===== src/rtl/rx_pkg.sv =====
// Shared definitions for the RX link assembler: output FSM states and
// default sizing constants.
package rx_pkg;

  typedef enum logic [1:0] {
    EMPTY = 2'd0,
    OFFER = 2'd1,
    ARMED = 2'd2
  } rx_state_t;

  localparam int unsigned PKT_BYTES_DEF = 4;
  localparam int unsigned CNT_W_DEF     = 8;

endpackage


===== src/rtl/rx_link_assembler_if.sv =====
// Link-side byte stream and core-side RX handshake bundle.
// master: the assembler (drives RX_Data/RX_Data_Valid).
// slave:  the environment (link source and router core).
interface rx_link_assembler_if
  import rx_pkg::*;
#(
  parameter int unsigned PKT_BYTES = PKT_BYTES_DEF
);

  logic                   link_valid;
  logic                   link_sop;
  logic [7:0]             link_data;
  logic [8*PKT_BYTES-1:0] RX_Data;
  logic                   RX_Data_Valid;
  logic                   RX_Data_Ready;

  modport master (
    input  link_valid, link_sop, link_data, RX_Data_Ready,
    output RX_Data, RX_Data_Valid
  );

  modport slave (
    output link_valid, link_sop, link_data, RX_Data_Ready,
    input  RX_Data, RX_Data_Valid
  );

endinterface


===== src/rtl/rx_sat_counter.sv =====
// Saturating event counter: sticks at all-ones.
module rx_sat_counter #(
  parameter int unsigned W = 8
) (
  input  logic         clk,
  input  logic         rst_n,
  input  logic         inc,
  output logic [W-1:0] count
);

  // Increment on event unless already saturated.
  always_ff @(posedge clk or negedge rst_n) begin
    if (!rst_n) begin
      count <= '0;
    end else if (inc && (count != '1)) begin
      count <= count + W'(1);
    end
  end

endmodule


===== src/rtl/rx_link_assembler.sv =====
// RX link assembler: packs link bytes into PKT_BYTES-wide packets, keeps one
// completed packet in a holding register and offers it to the router core
// with a Ready-high-then-low acknowledge.
// Optional feature macro: RX_CHKSUM_EN (XOR checksum in final byte, adds chk_cnt).
module rx_link_assembler
  import rx_pkg::*;
#(
  parameter int unsigned PKT_BYTES = PKT_BYTES_DEF,
  parameter int unsigned CNT_W     = CNT_W_DEF
) (
  input  logic                 clk,
  input  logic                 rst_n,
  rx_link_assembler_if.master  bus,
  output logic [CNT_W-1:0]     ovf_cnt,
  output logic [CNT_W-1:0]     frm_cnt,
  output logic                 busy
`ifdef RX_CHKSUM_EN
  ,
  output logic [CNT_W-1:0]     chk_cnt
`endif
);

  localparam int unsigned CW = $clog2(PKT_BYTES);
  localparam int unsigned AW = 8 * (PKT_BYTES - 1);
  localparam int unsigned DW = 8 * PKT_BYTES;

  logic [CW-1:0] cnt_q;
  logic [AW-1:0] asm_q;
  logic [DW-1:0] hold_q;
  logic [DW-1:0] pkt;
  logic          start;
  logic          frm_err;
  logic          complete;
  logic          good;
  logic          release_ack;
  logic          accept;
  logic          drop;
  rx_state_t     state_q;
  rx_state_t     state_d;
  logic          valid_d;
  logic          load_out;
`ifdef RX_CHKSUM_EN
  logic [7:0]    sum;
`endif

  // Decode link events and decide the fate of a completing packet.
  always_comb begin
    start       = bus.link_valid & bus.link_sop;
    frm_err     = start & (cnt_q != '0);
    complete    = bus.link_valid & ~bus.link_sop & (cnt_q == CW'(PKT_BYTES - 1));
    pkt         = {asm_q, bus.link_data};
`ifdef RX_CHKSUM_EN
    sum = '0;
    for (int unsigned i = 0; i < PKT_BYTES - 1; i++) begin
      sum = sum ^ asm_q[i*8 +: 8];
    end
    good = (sum == bus.link_data);
`else
    good = 1'b1;
`endif
    release_ack = (state_q == ARMED) & ~bus.RX_Data_Ready;
    accept      = complete & good & ((state_q == EMPTY) | release_ack);
    drop        = complete & good & ~accept;
  end

  // Byte counter and assembly shift register (first byte ends up in MSBs).
  always_ff @(posedge clk or negedge rst_n) begin
    if (!rst_n) begin
      cnt_q <= '0;
      asm_q <= '0;
    end else if (start) begin
      cnt_q <= CW'(1);
      asm_q <= AW'(bus.link_data);
    end else if (bus.link_valid && (cnt_q != '0)) begin
      cnt_q <= complete ? '0 : cnt_q + CW'(1);
      asm_q <= AW'({asm_q, bus.link_data});
    end
  end

  // Holding register: written only when empty or released this cycle.
  always_ff @(posedge clk or negedge rst_n) begin
    if (!rst_n) begin
      hold_q <= '0;
    end else if (accept) begin
      hold_q <= pkt;
    end
  end

  // Output FSM state and registered outputs.
  always_ff @(posedge clk or negedge rst_n) begin
    if (!rst_n) begin
      state_q           <= EMPTY;
      bus.RX_Data_Valid <= 1'b0;
      bus.RX_Data       <= '0;
    end else begin
      state_q           <= state_d;
      bus.RX_Data_Valid <= valid_d;
      if (load_out) begin
        bus.RX_Data <= hold_q;
      end
    end
  end

  // Next-state and output decode. OFFER is entered with Valid still low;
  // its first cycle raises Valid and loads RX_Data, which yields the one-cycle
  // latency and the mandatory low gap after an ack. Ready is only sampled
  // as an arm once Valid is actually high.
  always_comb begin
    state_d  = state_q;
    valid_d  = bus.RX_Data_Valid;
    load_out = 1'b0;
    unique case (state_q)
      EMPTY: begin
        if (accept) state_d = OFFER;
      end
      OFFER: begin
        if (!bus.RX_Data_Valid) begin
          valid_d  = 1'b1;
          load_out = 1'b1;
        end else if (bus.RX_Data_Ready) begin
          state_d = ARMED;
        end
      end
      ARMED: begin
        if (release_ack) begin
          valid_d = 1'b0;
          state_d = accept ? OFFER : EMPTY;
        end
      end
      default: begin
        state_d = EMPTY;
        valid_d = 1'b0;
      end
    endcase
  end

  assign busy = (cnt_q != '0) | (state_q != EMPTY);

  rx_sat_counter #(.W(CNT_W)) u_ovf_cnt (
    .clk   (clk),
    .rst_n (rst_n),
    .inc   (drop),
    .count (ovf_cnt)
  );

  rx_sat_counter #(.W(CNT_W)) u_frm_cnt (
    .clk   (clk),
    .rst_n (rst_n),
    .inc   (frm_err),
    .count (frm_cnt)
  );

`ifdef RX_CHKSUM_EN
  rx_sat_counter #(.W(CNT_W)) u_chk_cnt (
    .clk   (clk),
    .rst_n (rst_n),
    .inc   (complete & ~good),
    .count (chk_cnt)
  );
`endif

endmodule


===== src/flat_wrapper.sv =====
// flat-port wrapper written by rule: the top's interface ports become plain ports
module rx_link_assembler_flat import rx_pkg::*;
#(
  parameter int unsigned PKT_BYTES = PKT_BYTES_DEF,
  parameter int unsigned CNT_W     = CNT_W_DEF
)
  (clk, rst_n, ovf_cnt, frm_cnt, busy, bus_link_valid, bus_link_sop, bus_link_data, bus_RX_Data_Ready, bus_RX_Data, bus_RX_Data_Valid);
  rx_link_assembler_if #(.PKT_BYTES(PKT_BYTES)) bus_i ();
  input  logic clk;
  input  logic rst_n;
  output logic [CNT_W-1:0] ovf_cnt;
  output logic [CNT_W-1:0] frm_cnt;
  output logic busy;
  input wire logic [$bits(bus_i.link_valid)-1:0] bus_link_valid;
  input wire logic [$bits(bus_i.link_sop)-1:0] bus_link_sop;
  input wire logic [$bits(bus_i.link_data)-1:0] bus_link_data;
  input wire logic [$bits(bus_i.RX_Data_Ready)-1:0] bus_RX_Data_Ready;
  output wire logic [$bits(bus_i.RX_Data)-1:0] bus_RX_Data;
  output wire logic [$bits(bus_i.RX_Data_Valid)-1:0] bus_RX_Data_Valid;
  assign bus_i.link_valid = bus_link_valid;
  assign bus_i.link_sop = bus_link_sop;
  assign bus_i.link_data = bus_link_data;
  assign bus_i.RX_Data_Ready = bus_RX_Data_Ready;
  assign bus_RX_Data = bus_i.RX_Data;
  assign bus_RX_Data_Valid = bus_i.RX_Data_Valid;
  rx_link_assembler #(.PKT_BYTES(PKT_BYTES), .CNT_W(CNT_W)) u_core (.clk(clk), .rst_n(rst_n), .bus(bus_i), .ovf_cnt(ovf_cnt), .frm_cnt(frm_cnt), .busy(busy));
endmodule

===== config.mk =====
export PLATFORM = sky130hd
export DESIGN_NAME = rx_link_assembler_flat
export DESIGN_NICKNAME = d
export VERILOG_FILES = /design/src/rtl/rx_pkg.sv /design/src/rtl/rx_link_assembler_if.sv /design/src/rtl/rx_sat_counter.sv /design/src/rtl/rx_link_assembler.sv /design/src/flat_wrapper.sv
export SDC_FILE = /design/constraint.sdc
export NUM_CORES = 1
export LEC_CHECK = 0
export CAP_MARGIN = 20
export CORE_MARGIN = 4
export CORE_UTILIZATION = 30
export CTS_CLUSTER_SIZE = 24
export DETAILED_ROUTE_END_ITERATION = 16
export HOLD_SLACK_MARGIN = 0.15
export PLACE_DENSITY = 0.55
export SKIP_CTS_REPAIR_TIMING = 1
export SLEW_MARGIN = 20
export SYNTH_ARGS = -nofsm -noshare
export SYNTH_HDL_FRONTEND = slang
export SYNTH_HIERARCHICAL = 1
export SYNTH_SLANG_ARGS = --single-unit
export TNS_END_PERCENT = 10

===== constraint.sdc =====
create_clock -name clk -period 2.3 [get_ports clk]
set_input_delay 0.345 -clock clk [delete_from_list [all_inputs] [get_ports clk]]
set_output_delay 0.345 -clock clk [all_outputs]
set_load 0.03 [all_outputs]

==> impl_metrics.yaml, run 1 <==
final_layout:
  mostFrequentLayoutCell: "dfrtp_1"
  antennaDiodeCount: 0
  instances_no_fill: 550
  drive_above_1_share_pct: 30.6
  final_nets: 379
  area_delta_synth_final_pct: 26.5
  fin_util_pct: 38.5
  fin_area_sq_mm: 0.00557
  most-common-layout-cells: "109 x dfrtp_1, 67 x mux2_2, 60 x clkdlybuf4s50_1, 17 x a22o_1, 9 x clkbuf_16"
setup_path:
  critPathKind: "flop to output port"
  cp.arrival_ns: 1.68
  reg2reg_to: "u_core/u_frm_cnt/count[5]"
  endpoint: "busy"
  required_ns: 1.96
  critical_path.max_fanout: 4
  startpoint: "u_core/cnt_q[0]"
  path_depth: 5
  crit_buf_inv: 3
  startpoint_type: "flop"
  cp_top_family: "buffers and inverters"
  regToRegStartpoint: "u_core/cnt_q[0]"
  rr_worst_depth: 7
  end_kind: "output port"
  cp_cell_sequence: "inv_1 > ha_1 > inv_1 > or3_1 > dlymetal6s2s_1"
  rrSetupSlack_ns: 0.45
  cpMostUsedCell: "inv_1"
  cpPeakStageDelay_ns: 0.40
  cp_slowest_cell: "dfrtp_1"
synth:
  ys_warn_count: 6
  synth_top_area_share_pct: 61.9
  synth-seq-area-share_pct: 61.9
  synthArstFlopShare_pct: 100
  syn-cell-area_sq_mm: 0.00440
  yosysTopAreaCell: "dfrtp_1"
  ys_ff_latch: 109
  synth.distinct_cells: 40
  avgSynthCellArea_sq_um: 15.2
  yosys-top-cells-area: "dfrtp_1 62%, mux2_2 17%, a22o_1 3.4%"
  synth-edff-count: 0
  syn_inst: 289
  synth_nets: 306
  ys.flop_type: "dfrtp_1"
routing:
  ant_nets: 0
  wl_per_cell_um: 15.4
  routed-via-count: 2608
  drtIter0Drc: 101
  drt_wl_total_mm: 8.47
  drt_first_pass_iters: 4
  vias_per_cell: 4.74
  drc_errors: 0
sta:
  finalClockSkew_ns: 0.00479
  rsz0062_at_grt: "no"
  tightest_slew_ns: 0.534
  final_hold_viol_count: 0
  report.final.setup_viol: 0
  max_slew_margin_pct: 64.4
  setup_tns_ns: 0
  slew_viol_final: 0
  period_needed_ns: 2.03
  period_share_pct: 88.2
  fmax_mhz: 493
cts:
  clockBufferDepth: 2
  cts-root-buf: "clkbuf_16"
  cts_made_buffers: 9
  cts_tree: "built"
  path_clk_slew_ns: 0.07
  clock_sinks: 109
  htree_levels: 3
  clock_latency_ns: 0.35
run:
  max_cap_violations: 0
floorplan:
  start_util_pct: 30.4
  core-area_sq_mm: 0.0145
  die_w_um: 129
  die-area_sq_mm: 0.0167
  num_rows: 44
  die_y_um: 129
  ios: 63
pwr:
  switchingPower_mw: 2.17
  pwr-share-seq_pct: 45.3
  p_per_area_mw_per_mm2: 1190
  p_leak_nw: 2.53
  p_int_mw: 4.44
  switching_share_pct: 32.9
  peakVddDrop_uv: 493
  clkPwrFrac_pct: 22.3
  comb_power_share_pct: 32.4
  power_mw: 6.61
global_routing:
  grt_pass1_vias: 2740
  track_usage_pct: 11.0
  grt_pass1_wl_mm: 14.3
  antenna_found_initial: 0
  grt_max_degree: 42
  grt_overflow: 0
placement:
  place_area_sq_mm: 0.00528
  place_congestion: 0.747
  dp.cells: 534
  portBuffers: 62
  dp.final_hpwl_mm: 5.51
worst_hold_path:
  hp-class: "flop to flop"
outcome:
  status: "complete, no violations"
sequential cells by signal, summed over array words and instances, names as in the netlist:
| name | flops |
|---|---|
| u_core/asm_q | 24 |
| u_core/bus.RX_Data | 32 |
| u_core/bus.RX_Data_Valid | 1 |
| u_core/cnt_q | 2 |
| u_core/hold_q | 32 |
| u_core/state_q | 2 |
| u_core/u_frm_cnt/count | 8 |
| u_core/u_ovf_cnt/count | 8 |
synthesized netlist by cell type (all sizes together), types with 3 or more instances:
cell,instances
a31oi,4
a22o,17
nor3,4
mux2,76
a41oi,4
buf,11
nor2,3
dfrtp,109
ha,4
and3,3
nand3,6
a21oi,8
o21ai,5
a21boi,3
nand2,4
inv,6
per-stage QoR:
step | hold slack, ns | setup slack [ns]
floorplan | 0.0494 | 0.513
global placement | 0.367 | 0.225
detailed placement | 0.375 | 0.203
CTS | -0.00989 | -0.119
global route | 0.515 | 0.163
finish | 0.489 | 0.272
worst min-delay path by stage:
stage / start / to / slack, ns / cells past startpoint
CTS: rst_n / u_core/bus.RX_Data[24] / -0.01 / 1
floorplan: rst_n / u_core/asm_q[0] / 0.05 / 0
global route: u_core/bus.RX_Data[11] / u_core/bus.RX_Data[11] / 0.51 / 1
global placement: rst_n / u_core/bus.RX_Data[22] / 0.37 / 1
finish: u_core/hold_q[1] / u_core/bus.RX_Data[1] / 0.49 / 1
detailed placement: rst_n / u_core/bus.RX_Data[24] / 0.38 / 1
layout make-up:
type                       instances  area [sq um]
inverter                           6          22.5
multi-input combinational        163          1560
clock buffer                      11           253
clock inverter                     4          23.8
timing repair buffer              73           756
fill                            1361          8910
tap                              184           230
sequential                       109          2730
logic make-up after synthesis:
family | after synthesis | share of synthesized area, %
xor gates and xnor gates | 4 | 0.796
adders and majority gates | 4 | 1.14
DFF | 109 | 61.9
AOI/OAI and AO/OA | 47 | 8.44
muxes | 77 | 20.0
buffers and inverters | 17 | 2.73
and+or+nand+nor | 31 | 4.94
layer usage:
layer	global-route usage, %	vias up	share of wire (%)
li1	-	1219	-
met1	15.6	1318	49
met2	15.4	56	44
met3	2.97	15	5.0
met4	5.37	0	2.2
met5	0	-	0
power groups by stage:
stage	logic, mW	registers [mW]	clock network [mW]
after global placement	2.14	3.03	0
after global routing	2.30	3.10	1.60
after detailed placement	2.17	3.05	0
after CTS	2.18	3.01	1.53
after floorplan	0.875	3.45	0
final	2.14	3.00	1.47
No activity file was read; power rests on OpenSTA's default activity.
==> inputs of run 2 (changes only) <==
CTS_CLUSTER_SIZE = 10   (was 24)
==> results of run 2 <==
Same layout as run 1: the final DEF is identical, and so are final timing and power.
==> patch 1: new RTL, flow settings as in run 1 <==
Make the reset (`rst_n`) synchronous in 4 clocked blocks.
--- a/src/rtl/rx_sat_counter.sv
+++ b/src/rtl/rx_sat_counter.sv
@@ -10,5 +10,5 @@
 
   // Increment on event unless already saturated.
-  always_ff @(posedge clk or negedge rst_n) begin
+  always_ff @(posedge clk) begin
     if (!rst_n) begin
       count <= '0;
--- a/src/rtl/rx_link_assembler.sv
+++ b/src/rtl/rx_link_assembler.sv
@@ -65,5 +65,5 @@
 
   // Byte counter and assembly shift register (first byte ends up in MSBs).
-  always_ff @(posedge clk or negedge rst_n) begin
+  always_ff @(posedge clk) begin
     if (!rst_n) begin
       cnt_q <= '0;
@@ -79,5 +79,5 @@
 
   // Holding register: written only when empty or released this cycle.
-  always_ff @(posedge clk or negedge rst_n) begin
+  always_ff @(posedge clk) begin
     if (!rst_n) begin
       hold_q <= '0;
@@ -88,5 +88,5 @@
 
   // Output FSM state and registered outputs.
-  always_ff @(posedge clk or negedge rst_n) begin
+  always_ff @(posedge clk) begin
     if (!rst_n) begin
       state_q           <= EMPTY;
Function: differs if rst_n is asserted again (counterexample within 4 cycles, from zero or initial values and one cycle with rst_n low); with rst_n held inactive, the same outputs for 10 cycles.
==> patch 1 against run 1 <==
- worst hold slack worse by 0.035 ns
- final area down 2.6%
- synthesized cell count up 80%
- setup slack worse by 0.10 ns
- area after synthesis down 0.45%
- routed wire length up 16%
- non-clock buffer count down 2
- sequential cell count unchanged
Power is not compared: it rests on default switching activity, and its combinational part moved more than twofold at a synthesized area within 25%.
==> patch 1: results (changes against run 1) <==
Post-Route WL 9.86 mm (+16%); 1st-pass router iterations 5 (+1); crit path DAT 1.78 ns (+0.10 ns); count of multi-input combinational gates 369 (+130%); number of placed instances with taps included 738 (+38%); via count of the first global-routing pass 3660 (+34%); VDD IR max 0.333 mV; non-clock buffer total of the final layout 71 (-2.7%); largest net degree at the start of global routing 52 (+24%); top fanout value on the critical path 5 (+1); DRT iter0 DRCs 170 (+68%); share of the final layout cell area in sequential cells 0.402 (-0.0874); weighted congestion at the end of routability-driven global placement 0.731 (-2.1%); Overall Global Routing Usage 0.124 (+0.0147); clk tree area frac 0.0552 (+0.00550); nets 586 (+55%); Non-Clock Buffer Area Fraction 0.131 (-0.00510); net count of the mapped netlist 537 (+75%); post-synthesis sequential area ratio 0.498 (-0.122); Yosys cell types 33 (-18%); number of filler instances in the final layout 1463 (+7.5%); average via count per standard cell 4.81 (+1.4%); post-DP HPWL 6.91 mm (+25%); worst max-slew margin expressed relative to the limit 0.580 (-0.0643); total number of vias 3624 (+39%); pre-CTS worst setup slack 0.166 ns (-0.0378 ns); prevailing post-synth register cell dfxtp_1; outcome finished, final reports clean; Synth top cells by count 180 x nand2_1, 109 x dfxtp_1, 71 x a21oi_1, 37 x mux2i_1; Seq Cell Count 109 (unchanged); share of synthesized flip-flops with an asynchronous set or reset 0 (-1.00); leakage power of the design roughly 1.8 nW; layout inverter count without the clock tree 9 (+3); setup clock skew after layout 0.00819 ns (+0.00340 ns); instance count of the mapped netlist 520 (+80%); share of cells above drive strength 1 0.0523 (-0.254); leading post-synthesis cells by cell area dfxtp_1 50%, nand2_1 15%, mux2i_1 8.4%, a21oi_1 8.1%, nand3b_1 1.5%; first-pass GRT wire length 16.9 mm (+18%)
patch 1: cell types whose count changed after synthesis, moves of 10 or more:
| cell | change |
|---|---|
| clkbuf_1 | +12 |
| mux2i_1 | +36 |
| mux2_2 | -67 |
| buf_2 | +10 |
| o21ai_0 | +11 |
| nand2_1 | +177 |
| a22o_1 | -17 |
| dfxtp_1 | +109 |
| a21oi_1 | +64 |
| dfrtp_1 | -109 |
patch 1: through the flow:
step | power [mW] | utilization | instance area [sq um]
2_1_floorplan | 2.04 | - | 4380
3_3_place_gp | 2.10 | 0.363 | 5120
3_5_place_dp | 2.10 | 0.363 | 5120
4_1_cts | 3.68 | 0.385 | 5420
5_1_grt | 3.77 | 0.385 | 5420
6_report | 3.62 | 0.385 | 5420
patch 1: final timing paths:
kind	from	to	slack, ns	depth (start not counted)
worst min-delay path	u_core/bus.RX_Data[12]	u_core/bus.RX_Data[12]	0.45	2
worst min register to register	u_core/bus.RX_Data[12]	u_core/bus.RX_Data[12]	0.45	2
worst max-delay path	u_core/cnt_q[0]	busy	0.17	4
worst max register to register	u_core/cnt_q[0]	u_core/u_frm_cnt/count[6]	0.43	7
patch 1: layer usage:
metal	GRT usage	wire, um
met5	0	0
met4	0.0457	177
met2	0.214	4730
met1	0.143	4390
met3	0.0423	562
patch 1: kinds of logic (layout without fill, tap and decap cells):
group	after synthesis	in the layout	share of synthesized area
DFF	109	109	0.498
AOI/OAI and AO/OA	100	100	0.125
and+or+nand+nor	228	228	0.226
buffers and inverters	42	96	0.0551
adders and majority gates	4	4	0.0114
muxes	37	37	0.0845
patch 1: critical path, stage by stage (launching register included):
cell             delay, ns
dfxtp_1               0.38
inv_1                 0.06
ha_1                  0.24
nand2_1               0.08
clkdlybuf4s50_1       0.67
==> patch 2: new RTL, flow settings as in run 1 <==
Made on the original files. The package constant `PKT_BYTES_DEF` goes from 4 to 2.
--- a/src/rtl/rx_pkg.sv
+++ b/src/rtl/rx_pkg.sv
@@ -9,5 +9,5 @@
   } rx_state_t;
 
-  localparam int unsigned PKT_BYTES_DEF = 4;
+  localparam int unsigned PKT_BYTES_DEF = 2;
   localparam int unsigned CNT_W_DEF     = 8;
 
Ports: changed (resized bus_RX_Data); port bits go from 63 to 47. No check against the original RTL was run, so the function may have changed too.
==> patch 2 against run 1 <==
- combinational power is 30% lower
- sequential cell count is 49 lower
- area after synthesis is 41% lower
- final cell count is 38% lower
- die area is 39% lower
- clock power is 27% lower
- power is 35% lower
- setup slack worse by 0.12 ns
- final area is 39% lower
- routed wire length is 43% lower
- largest cell class unchanged
- largest power group unchanged
==> patch 2: results (changes against run 1) <==
met1 track utilization from global routing 0.136 (-0.0208); share of cells above drive strength 1 0.325 (+0.0189); pre-CTS worst setup slack 0.0625 ns (-0.141 ns); Yosys cell types 36 (-10%); post-layout worst setup margin 0.154 ns (-0.119 ns); weighted congestion at the end of routability-driven global placement 0.739 (-1.1%); largest net degree at the start of global routing 61 (+45%); Post-Route WL 4.84 mm (-43%); Placement Cell Area 3180 sq um (-40%); worst r2r src u_core/cnt_q; GR Layer Usage met3 0.0489 (+0.0192); VDD IR max 0.380 mV (-23%); GRT Max-Usage Layer met2; worst-case hold slack 0.498 ns (+0.00976 ns); clk_lat worst skew 0.33 ns (-0.02 ns); post-DP HPWL 3.26 mm (-41%); leading post-synthesis cells by cell area dfrtp_1 58%, mux2_2 13%, mux2_4 6.9%, a21oi_1 1.3%, a41oi_1 1.3%; total number of vias 1620 (-38%); number of filler instances in the final layout 783 (-42%); top fanout value on the critical path 8 (+4); met2 track demand over resource 0.151 (-0.00225); Synth top cells by count 60 x dfrtp_1, 31 x mux2_2, 12 x mux2_4, 7 x a21oi_1; cell at the root of the clock tree clkbuf_8; Met1 Routed Length 2.35 mm (-44%); instance count of the mapped netlist 174 (-40%); area of the multi-input gates 1040 sq um (-33%); worst min-delay path endpoint u_core/hold_q[14]; outcome finished, final reports clean; DR WL met3 294 um (-31%); Routed met2 length 2.12 mm (-43%); leakage power of the design 1.43 nW (-43%)
-- patch 2: cells by family (layout without fill, tap and decap cells) --
logic type      after synthesis  count (layout)  share of synthesized area
buf+inv                       6              69                     0.0236
flops                        60              60                      0.577
mux                          46              46                      0.216
xor+xnor                      4               4                     0.0135
compound gates               28              28                     0.0817
fa+ha+maj                     2               2                    0.00961
simple gates                 28              28                     0.0789
-- patch 2: area by class of cell --
class | instances | area share
flip-flops and latches | 60 | 0.440
multi-input cells | 108 | 0.304
repair buffers | 51 | 0.149
clock buffers | 13 | 0.0465
well taps | 105 | 0.0385
clock inverters | 3 | 0.0201
inverters | 2 | 0.00220
-- patch 2: worst max-delay path, stage by stage, from the launching register on --
cell             delay (ns)
dfrtp_1                0.46
or3_1                  0.42
clkdlybuf4s50_1        0.60
-- patch 2: where the power goes --
group	internal, mW	switching, mW
registers	1.43	0.279
clock network	0.673	0.394
logic	0.772	0.729
total	2.88	1.40
